[config.mk]
export PLATFORM = sky130hd
export DESIGN_NAME = vga_timing_gen_flat
export DESIGN_NICKNAME = d
export VERILOG_FILES = /design/src/rtl/vga_timing_gen_pkg.sv /design/src/rtl/vga_timing_gen_if.sv /design/src/rtl/vga_timing_gen_sync_delay.sv /design/src/rtl/vga_timing_gen.sv /design/src/flat_wrapper.sv
export SDC_FILE = /design/constraint.sdc
export NUM_CORES = 1
export LEC_CHECK = 0
export BUFFER_PORTS_ARGS = -buffer_cell sky130_fd_sc_hd__buf_4
export CAP_MARGIN = 20
export CORE_UTILIZATION = 40
export CTS_CLUSTER_DIAMETER = 80
export DETAILED_ROUTE_END_ITERATION = 8
export MAX_ROUTING_LAYER = met4
export PLACE_DENSITY = 0.68
export SETUP_SLACK_MARGIN = 0.05
export SYNTH_ARGS = -nofsm -noshare
export SYNTH_HDL_FRONTEND = slang
export SYNTH_SLANG_ARGS = --single-unit
[constraint.sdc]
create_clock -name vga_clk -period 4.4 [get_ports vga_clk]
set_input_delay 1.1 -clock vga_clk [delete_from_list [all_inputs] [get_ports vga_clk]]
set_output_delay 1.1 -clock vga_clk [all_outputs]
set_load 0.05 [all_outputs]
[src/rtl/vga_timing_gen_pkg.sv]
// vga_timing_pkg: shared 640x480@60 timing constants and helpers for the
// raster timing generator. Default values feed the top-level parameter
// defaults. Derived totals and sync windows are provided here for consumers
// that use the stock mode.
package vga_timing_pkg;

    localparam int CNT_W = 10;

    localparam int H_VISIBLE_DEF = 640;
    localparam int H_FRONT_DEF   = 16;
    localparam int H_SYNC_DEF    = 96;
    localparam int H_BACK_DEF    = 48;
    localparam int V_VISIBLE_DEF = 480;
    localparam int V_FRONT_DEF   = 10;
    localparam int V_SYNC_DEF    = 2;
    localparam int V_BACK_DEF    = 33;

    localparam int H_TOTAL_DEF = H_VISIBLE_DEF + H_FRONT_DEF + H_SYNC_DEF + H_BACK_DEF;
    localparam int V_TOTAL_DEF = V_VISIBLE_DEF + V_FRONT_DEF + V_SYNC_DEF + V_BACK_DEF;

    localparam int HS_START_DEF = H_VISIBLE_DEF + H_FRONT_DEF;
    localparam int HS_END_DEF   = HS_START_DEF + H_SYNC_DEF - 1;
    localparam int VS_START_DEF = V_VISIBLE_DEF + V_FRONT_DEF;
    localparam int VS_END_DEF   = VS_START_DEF + V_SYNC_DEF - 1;

    typedef logic [CNT_W-1:0] cnt_t;

    // Pin level for a sync given whether it is active and its active polarity.
    function automatic logic sync_level(input logic active, input logic pol);
        return active ? pol : ~pol;
    endfunction

endpackage

[src/rtl/vga_timing_gen_if.sv]
// vga_timing_gen_if: raster timing bundle from the timing generator to the
// sprite renderers and game logic.
//   freeze       : pause request for the animation counters (consumer side)
//   DrawX/DrawY  : raster position
//   blank        : 1 = visible pixel
//   hs/vs        : pipeline-aligned syncs
//   sof          : start-of-frame pulse at (0,0)
//   vblank_start : pulse at the first vertical-blank line
//   frame_count  : frames completed since reset
//   anim_frame   : sprite animation phase
interface vga_timing_gen_if;
    import vga_timing_pkg::*;

    logic        freeze;
    cnt_t        DrawX;
    cnt_t        DrawY;
    logic        blank;
    logic        hs;
    logic        vs;
    logic        sof;
    logic        vblank_start;
    logic [15:0] frame_count;
    logic [3:0]  anim_frame;

    modport master (
        input  freeze,
        output DrawX, DrawY, blank, hs, vs, sof, vblank_start, frame_count, anim_frame
    );

    modport slave (
        output freeze,
        input  DrawX, DrawY, blank, hs, vs, sof, vblank_start, frame_count, anim_frame
    );
endinterface

[src/rtl/vga_timing_gen_sync_delay.sv]
// vga_sync_delay: DEPTH-stage delay line for the {hs, vs} pair so the syncs
// leave the block in step with the renderers' registered RGB.
//   clk, reset : clock and synchronous active-high reset
//   d          : raw sync levels {hs, vs}
//   q          : delayed sync levels; DEPTH=0 is a straight wire
module vga_sync_delay #(
    parameter int         DEPTH   = 1,
    parameter logic [1:0] RST_VAL = 2'b11
) (
    input  logic       clk,
    input  logic       reset,
    input  logic [1:0] d,
    output logic [1:0] q
);
    if (DEPTH == 0) begin : g_wire
        assign q = d;
    end else begin : g_reg
        logic [1:0] pipe [DEPTH];

        always_ff @(posedge clk) begin
            if (reset) begin
                for (int i = 0; i < DEPTH; i++) pipe[i] <= RST_VAL;
            end else begin
                pipe[0] <= d;
                for (int i = 1; i < DEPTH; i++) pipe[i] <= pipe[i-1];
            end
        end

        assign q = pipe[DEPTH-1];
    end
endmodule

[src/rtl/vga_timing_gen.sv]
// vga_timing_gen: raster counters, pipeline-aligned syncs, frame ticks and
// sprite animation phase for the video path.
//   vga_clk : pixel clock
//   reset   : synchronous active-high reset
//   tim     : timing bundle (freeze in; DrawX/DrawY/blank/hs/vs/sof/
//             vblank_start/frame_count/anim_frame out)
module vga_timing_gen
    import vga_timing_pkg::*;
#(
    parameter int H_VISIBLE   = H_VISIBLE_DEF,
    parameter int H_FRONT     = H_FRONT_DEF,
    parameter int H_SYNC      = H_SYNC_DEF,
    parameter int H_BACK      = H_BACK_DEF,
    parameter int V_VISIBLE   = V_VISIBLE_DEF,
    parameter int V_FRONT     = V_FRONT_DEF,
    parameter int V_SYNC      = V_SYNC_DEF,
    parameter int V_BACK      = V_BACK_DEF,
    parameter bit SYNC_POL    = 1'b0,
    parameter int PIPE_DLY    = 1,
    parameter int ANIM_DIV    = 8,
    parameter int ANIM_FRAMES = 8
) (
    input  logic              vga_clk,
    input  logic              reset,
    vga_timing_gen_if.master  tim
);
    localparam int   H_TOTAL  = H_VISIBLE + H_FRONT + H_SYNC + H_BACK;
    localparam int   V_TOTAL  = V_VISIBLE + V_FRONT + V_SYNC + V_BACK;
    localparam cnt_t H_LAST   = cnt_t'(H_TOTAL - 1);
    localparam cnt_t V_LAST   = cnt_t'(V_TOTAL - 1);
    localparam cnt_t HS_START = cnt_t'(H_VISIBLE + H_FRONT);
    localparam cnt_t HS_END   = cnt_t'(H_VISIBLE + H_FRONT + H_SYNC - 1);
    localparam cnt_t VS_START = cnt_t'(V_VISIBLE + V_FRONT);
    localparam cnt_t VS_END   = cnt_t'(V_VISIBLE + V_FRONT + V_SYNC - 1);
    localparam int   ADW      = (ANIM_DIV > 1) ? $clog2(ANIM_DIV) : 1;

    cnt_t           hc, vc;
    logic [15:0]    frame_count;
    logic [ADW-1:0] anim_div;
    logic [3:0]     anim_frame;

    logic h_end, v_end, hs_act, vs_act;
    logic [1:0] sync_q;

    assign h_end = (hc == H_LAST);
    assign v_end = (vc == V_LAST);

    always_ff @(posedge vga_clk) begin
        if (reset) begin
            hc          <= '0;
            vc          <= '0;
            frame_count <= '0;
            anim_div    <= '0;
            anim_frame  <= '0;
        end else if (h_end) begin
            hc <= '0;
            if (v_end) begin
                vc          <= '0;
                frame_count <= frame_count + 16'd1;
                // Animation only moves on the frame wrap so a sprite never
                // changes phase mid-frame.
                if (!tim.freeze) begin
                    if (anim_div == ADW'(ANIM_DIV - 1)) begin
                        anim_div   <= '0;
                        anim_frame <= (anim_frame + 4'd1) & 4'(ANIM_FRAMES - 1);
                    end else begin
                        anim_div <= anim_div + 1'b1;
                    end
                end
            end else begin
                vc <= vc + 1'b1;
            end
        end else begin
            hc <= hc + 1'b1;
        end
    end

    assign hs_act = (hc >= HS_START) && (hc <= HS_END);
    assign vs_act = (vc >= VS_START) && (vc <= VS_END);

    vga_sync_delay #(
        .DEPTH   (PIPE_DLY),
        .RST_VAL ({2{~SYNC_POL}})
    ) u_sync_delay (
        .clk   (vga_clk),
        .reset (reset),
        .d     ({sync_level(hs_act, SYNC_POL), sync_level(vs_act, SYNC_POL)}),
        .q     (sync_q)
    );

    assign tim.DrawX        = hc;
    assign tim.DrawY        = vc;
    assign tim.blank        = (hc < cnt_t'(H_VISIBLE)) && (vc < cnt_t'(V_VISIBLE));
    assign tim.sof          = (hc == '0) && (vc == '0);
    assign tim.vblank_start = (hc == '0) && (vc == cnt_t'(V_VISIBLE));
    assign tim.hs           = sync_q[1];
    assign tim.vs           = sync_q[0];
    assign tim.frame_count  = frame_count;
    assign tim.anim_frame   = anim_frame;
endmodule

[src/flat_wrapper.sv]
// flat-port wrapper written by rule: the top's interface ports become plain ports
module vga_timing_gen_flat import vga_timing_pkg::*;
#(
    parameter int H_VISIBLE   = H_VISIBLE_DEF,
    parameter int H_FRONT     = H_FRONT_DEF,
    parameter int H_SYNC      = H_SYNC_DEF,
    parameter int H_BACK      = H_BACK_DEF,
    parameter int V_VISIBLE   = V_VISIBLE_DEF,
    parameter int V_FRONT     = V_FRONT_DEF,
    parameter int V_SYNC      = V_SYNC_DEF,
    parameter int V_BACK      = V_BACK_DEF,
    parameter bit SYNC_POL    = 1'b0,
    parameter int PIPE_DLY    = 1,
    parameter int ANIM_DIV    = 8,
    parameter int ANIM_FRAMES = 8
)
  (vga_clk, reset, tim_freeze, tim_DrawX, tim_DrawY, tim_blank, tim_hs, tim_vs, tim_sof, tim_vblank_start, tim_frame_count, tim_anim_frame);
  vga_timing_gen_if tim_i ();
  input  logic vga_clk;
  input  logic reset;
  input wire logic [$bits(tim_i.freeze)-1:0] tim_freeze;
  output wire logic [$bits(tim_i.DrawX)-1:0] tim_DrawX;
  output wire logic [$bits(tim_i.DrawY)-1:0] tim_DrawY;
  output wire logic [$bits(tim_i.blank)-1:0] tim_blank;
  output wire logic [$bits(tim_i.hs)-1:0] tim_hs;
  output wire logic [$bits(tim_i.vs)-1:0] tim_vs;
  output wire logic [$bits(tim_i.sof)-1:0] tim_sof;
  output wire logic [$bits(tim_i.vblank_start)-1:0] tim_vblank_start;
  output wire logic [$bits(tim_i.frame_count)-1:0] tim_frame_count;
  output wire logic [$bits(tim_i.anim_frame)-1:0] tim_anim_frame;
  assign tim_i.freeze = tim_freeze;
  assign tim_DrawX = tim_i.DrawX;
  assign tim_DrawY = tim_i.DrawY;
  assign tim_blank = tim_i.blank;
  assign tim_hs = tim_i.hs;
  assign tim_vs = tim_i.vs;
  assign tim_sof = tim_i.sof;
  assign tim_vblank_start = tim_i.vblank_start;
  assign tim_frame_count = tim_i.frame_count;
  assign tim_anim_frame = tim_i.anim_frame;
  vga_timing_gen #(.H_VISIBLE(H_VISIBLE), .H_FRONT(H_FRONT), .H_SYNC(H_SYNC), .H_BACK(H_BACK), .V_VISIBLE(V_VISIBLE), .V_FRONT(V_FRONT), .V_SYNC(V_SYNC), .V_BACK(V_BACK), .SYNC_POL(SYNC_POL), .PIPE_DLY(PIPE_DLY), .ANIM_DIV(ANIM_DIV), .ANIM_FRAMES(ANIM_FRAMES)) u_core (.vga_clk(vga_clk), .reset(reset), .tim(tim_i));
endmodule
==> results.yml <==
critical_path:
  crit_path_max_fanout: 21
  timing.rr.start: "u_core.tim.DrawX[0]"
  regToRegEndpoint: "u_core.tim.frame_count[14]"
  regToRegSetupSlack_ns: 1.64
  critical_path.endpoint_type: "output port"
  reg2regPathDepth: 5
  crit_arrival_ns: 2.13
  critPathRequiredTime_ns: 3.30
  criticalPathCategory: "reg -> out"
  setup.worst_path.start_class: "register"
cts:
  clockBufferDepth: 2
  cts_hold_repair.buffers: 0
  worst_setup_hold_path_clk_slew_ns: 0.08
  cts_buffers: 5
  cts_tree: "done"
  clock_tree.htree_level_count: 2
  clockRootBuffer: "sky130_fd_sc_hd__clkbuf_8"
  cts_setup_buffers: 0
  post_cts_resize_count: 0
  cts.sinks: 44
  worstSkewPairLatency_ns: 0.30
drt:
  dr_vias: 2146
  drc: 0
  wire_per_inst_um: 14.2
  first_pass_iteration_count_of_the_detailed_router: 4
  vias_per_cell: 5.75
  antenna_violating_nets_post_route: 0
  drt_iter0_markers: 165
  drt-total-wl_mm: 5.30
synthesis:
  synthDistinctLibCells: 33
  synth_top_area_cell: "sky130_fd_sc_hd__dfxtp_1"
  avgSynthCellArea_sq_um: 8.40
  synthFlopType: "sky130_fd_sc_hd__dfxtp_1"
  post_synth_inst_count: 267
  synth.net_count: 278
  post_synth_edffs: 0
  ys_seq_elements: 44
  yosys_warnings: 0
  netlist_area_before_placement_sq_mm: 0.00224
  fraction_of_synthesized_cell_area_taken_by_the_top_area_cell_type: 0.393
  async_reset_ff_frac: 0
  synth.yosys.seq_area_share: 0.393
  synth.top_cells.by_area: "sky130_fd_sc_hd__dfxtp_1 39%, sky130_fd_sc_hd__a21oi_1 6.2%, sky130_fd_sc_hd__o31ai_1 6.0%"
final_layout:
  postLayoutCellArea_sq_mm: 0.00268
  final_cell_mix: "46 x sky130_fd_sc_hd__buf_4, 44 x sky130_fd_sc_hd__dfxtp_1, 28 x sky130_fd_sc_hd__a21oi_1"
  layout_commonest_cell: "sky130_fd_sc_hd__buf_4"
  layout.filler_cells: 522
  antenna_cells_inserted: 0
  drive_above_1_share: 0.191
  finish.net_count: 313
  syn2layout_area_growth_pct: 19.2
  final_util: 0.511
grt:
  global_route.usage.total: 0.192
  grt_max_degree: 37
  grt_remaining_overflow: 0
  grt_first_pass_wirelength_mm: 8.86
  antenna_found_initial: 0
  vias_in_the_first_global_route: 1859
die:
  die_area_sq_mm: 0.00591
  design.portCount: 48
  fp-row-count: 26
  chipHeight_um: 76.9
  floorplan.initialDensity: 0.428
  die_w_um: 76.9
  placeableCoreArea_sq_mm: 0.00524
sta:
  max_freq_mhz: 310
  finalSetupViolCount: 0
  final.period_utilization: 0.733
  final_critical_path_setup_slack_ns: 1.17
  worstMarginPinSlew_ns: 0.783
  timing.clock.skew_ns: 0.00598
  final-max-slew-violation-count: 0
  timing_hold_violations_final: 0
  tns_ns: 0
  period_needed_ns: 3.23
  timing.max_slew.rel_slack: 0.474
  rsz0062_at_grt: "no"
job:
  cap_violations: 0
outcome:
  run_status: "finished clean"
power:
  total_leakage_power_nw: 0.961
  irDropWorstVdd_v: 0.000178
  powerDensity_mw_per_mm2: 266
placed_design:
  dp_hpwl_mm: 3.60
  buffer_ports.inserted: 46
  place_area_sq_mm: 0.00258
  post-place-ws_ns: 1.52
  routabilityCongestion: 0.822
worst_hold_path:
  hold_depth: 2
  hp-class: "reg -> reg"
  holdCritStartpoint: "u_core.anim_div[2]"
  holdPathEnd: "u_core.anim_div[2]"
power breakdown:
group          total, mW  switching, mW  internal, mW
Clock              0.266          0.141         0.125
Sequential         0.404        0.00401         0.400
Combinational     0.0410         0.0297        0.0113
Total              0.711          0.174         0.537
worst max path at each step:
stage	end	startpoint	slack (ns)
detailed placement	tim_sof	u_core.tim.DrawY[6]	1.52
global route	tim_sof	u_core.tim.DrawY[5]	0.97
floorplan	tim_sof	u_core.tim.DrawY[6]	0.72
CTS	tim_sof	u_core.tim.DrawY[6]	1.18
global placement	tim_sof	u_core.tim.DrawY[5]	1.54
finish	tim_sof	u_core.tim.DrawY[5]	1.17
sequential cells by signal (all words and copies together), names as in the netlist:
name,count
u_core.tim.frame_count,16
u_core.tim.anim_frame,3
u_core.tim.DrawX,10
u_core.anim_div,3
u_core.u_sync_delay.g_reg.pipe,2
u_core.tim.DrawY,10
routing by layer:
| metal | GRT usage | vias to the layer above | share of wire |
|---|---|---|---|
| met5 | - | - | 0 |
| met4 | 0.0808 | 0 | 0.023 |
| met3 | 0.0488 | 12 | 0.056 |
| met2 | 0.289 | 72 | 0.45 |
| met1 | 0.241 | 999 | 0.47 |
| li1 | - | 1063 | - |
metrics by stage:
stage / instances / total power [mW] / hold slack, ns
2_1_floorplan: 267 / 0.442 / 0.448
3_3_place_gp: 365 / 0.454 / 0.464
3_5_place_dp: 365 / 0.455 / 0.469
4_1_cts: 373 / 0.719 / 0.485
5_1_grt: 373 / 0.740 / 0.528
6_report: 373 / 0.711 / 0.482
synthesized netlist by cell type, drive strengths merged (8+ instances only):
library cell  instances
nor4                  9
nand4                11
dfxtp                44
inv                  12
o31ai                18
clkbuf               14
a21oi                28
nand3                19
or4                  17
xnor2                 9
nand2                11
nor2                 19
ha                    8
cell type report:
cell class,count,area (sq um),area share
sequential,44,881,0.329
multi-input combinational,193,1220,0.457
tap,70,87.6,0.0327
timing repair buffer,46,345,0.129
clock inverter,2,10.0,0.00374
clock buffer,6,82.6,0.0309
inverter,12,45.0,0.0168
cell families after synthesis:
family / synth area share
fa+ha+maj: 0.0446
compound gates: 0.156
flops: 0.393
buf+inv: 0.0619
simple gates: 0.296
other cells: 0.00167
xor+xnor: 0.0469
critical path, cell delays in order, from the launching register on:
cell and delay, ns:
sky130_fd_sc_hd__dfxtp_1 0.38, sky130_fd_sc_hd__nor4_1 0.40, sky130_fd_sc_hd__nand2b_1 0.46, sky130_fd_sc_hd__nor3_1 0.33
sky130_fd_sc_hd__buf_4 0.25
Power figures use the tool's default switching activity.
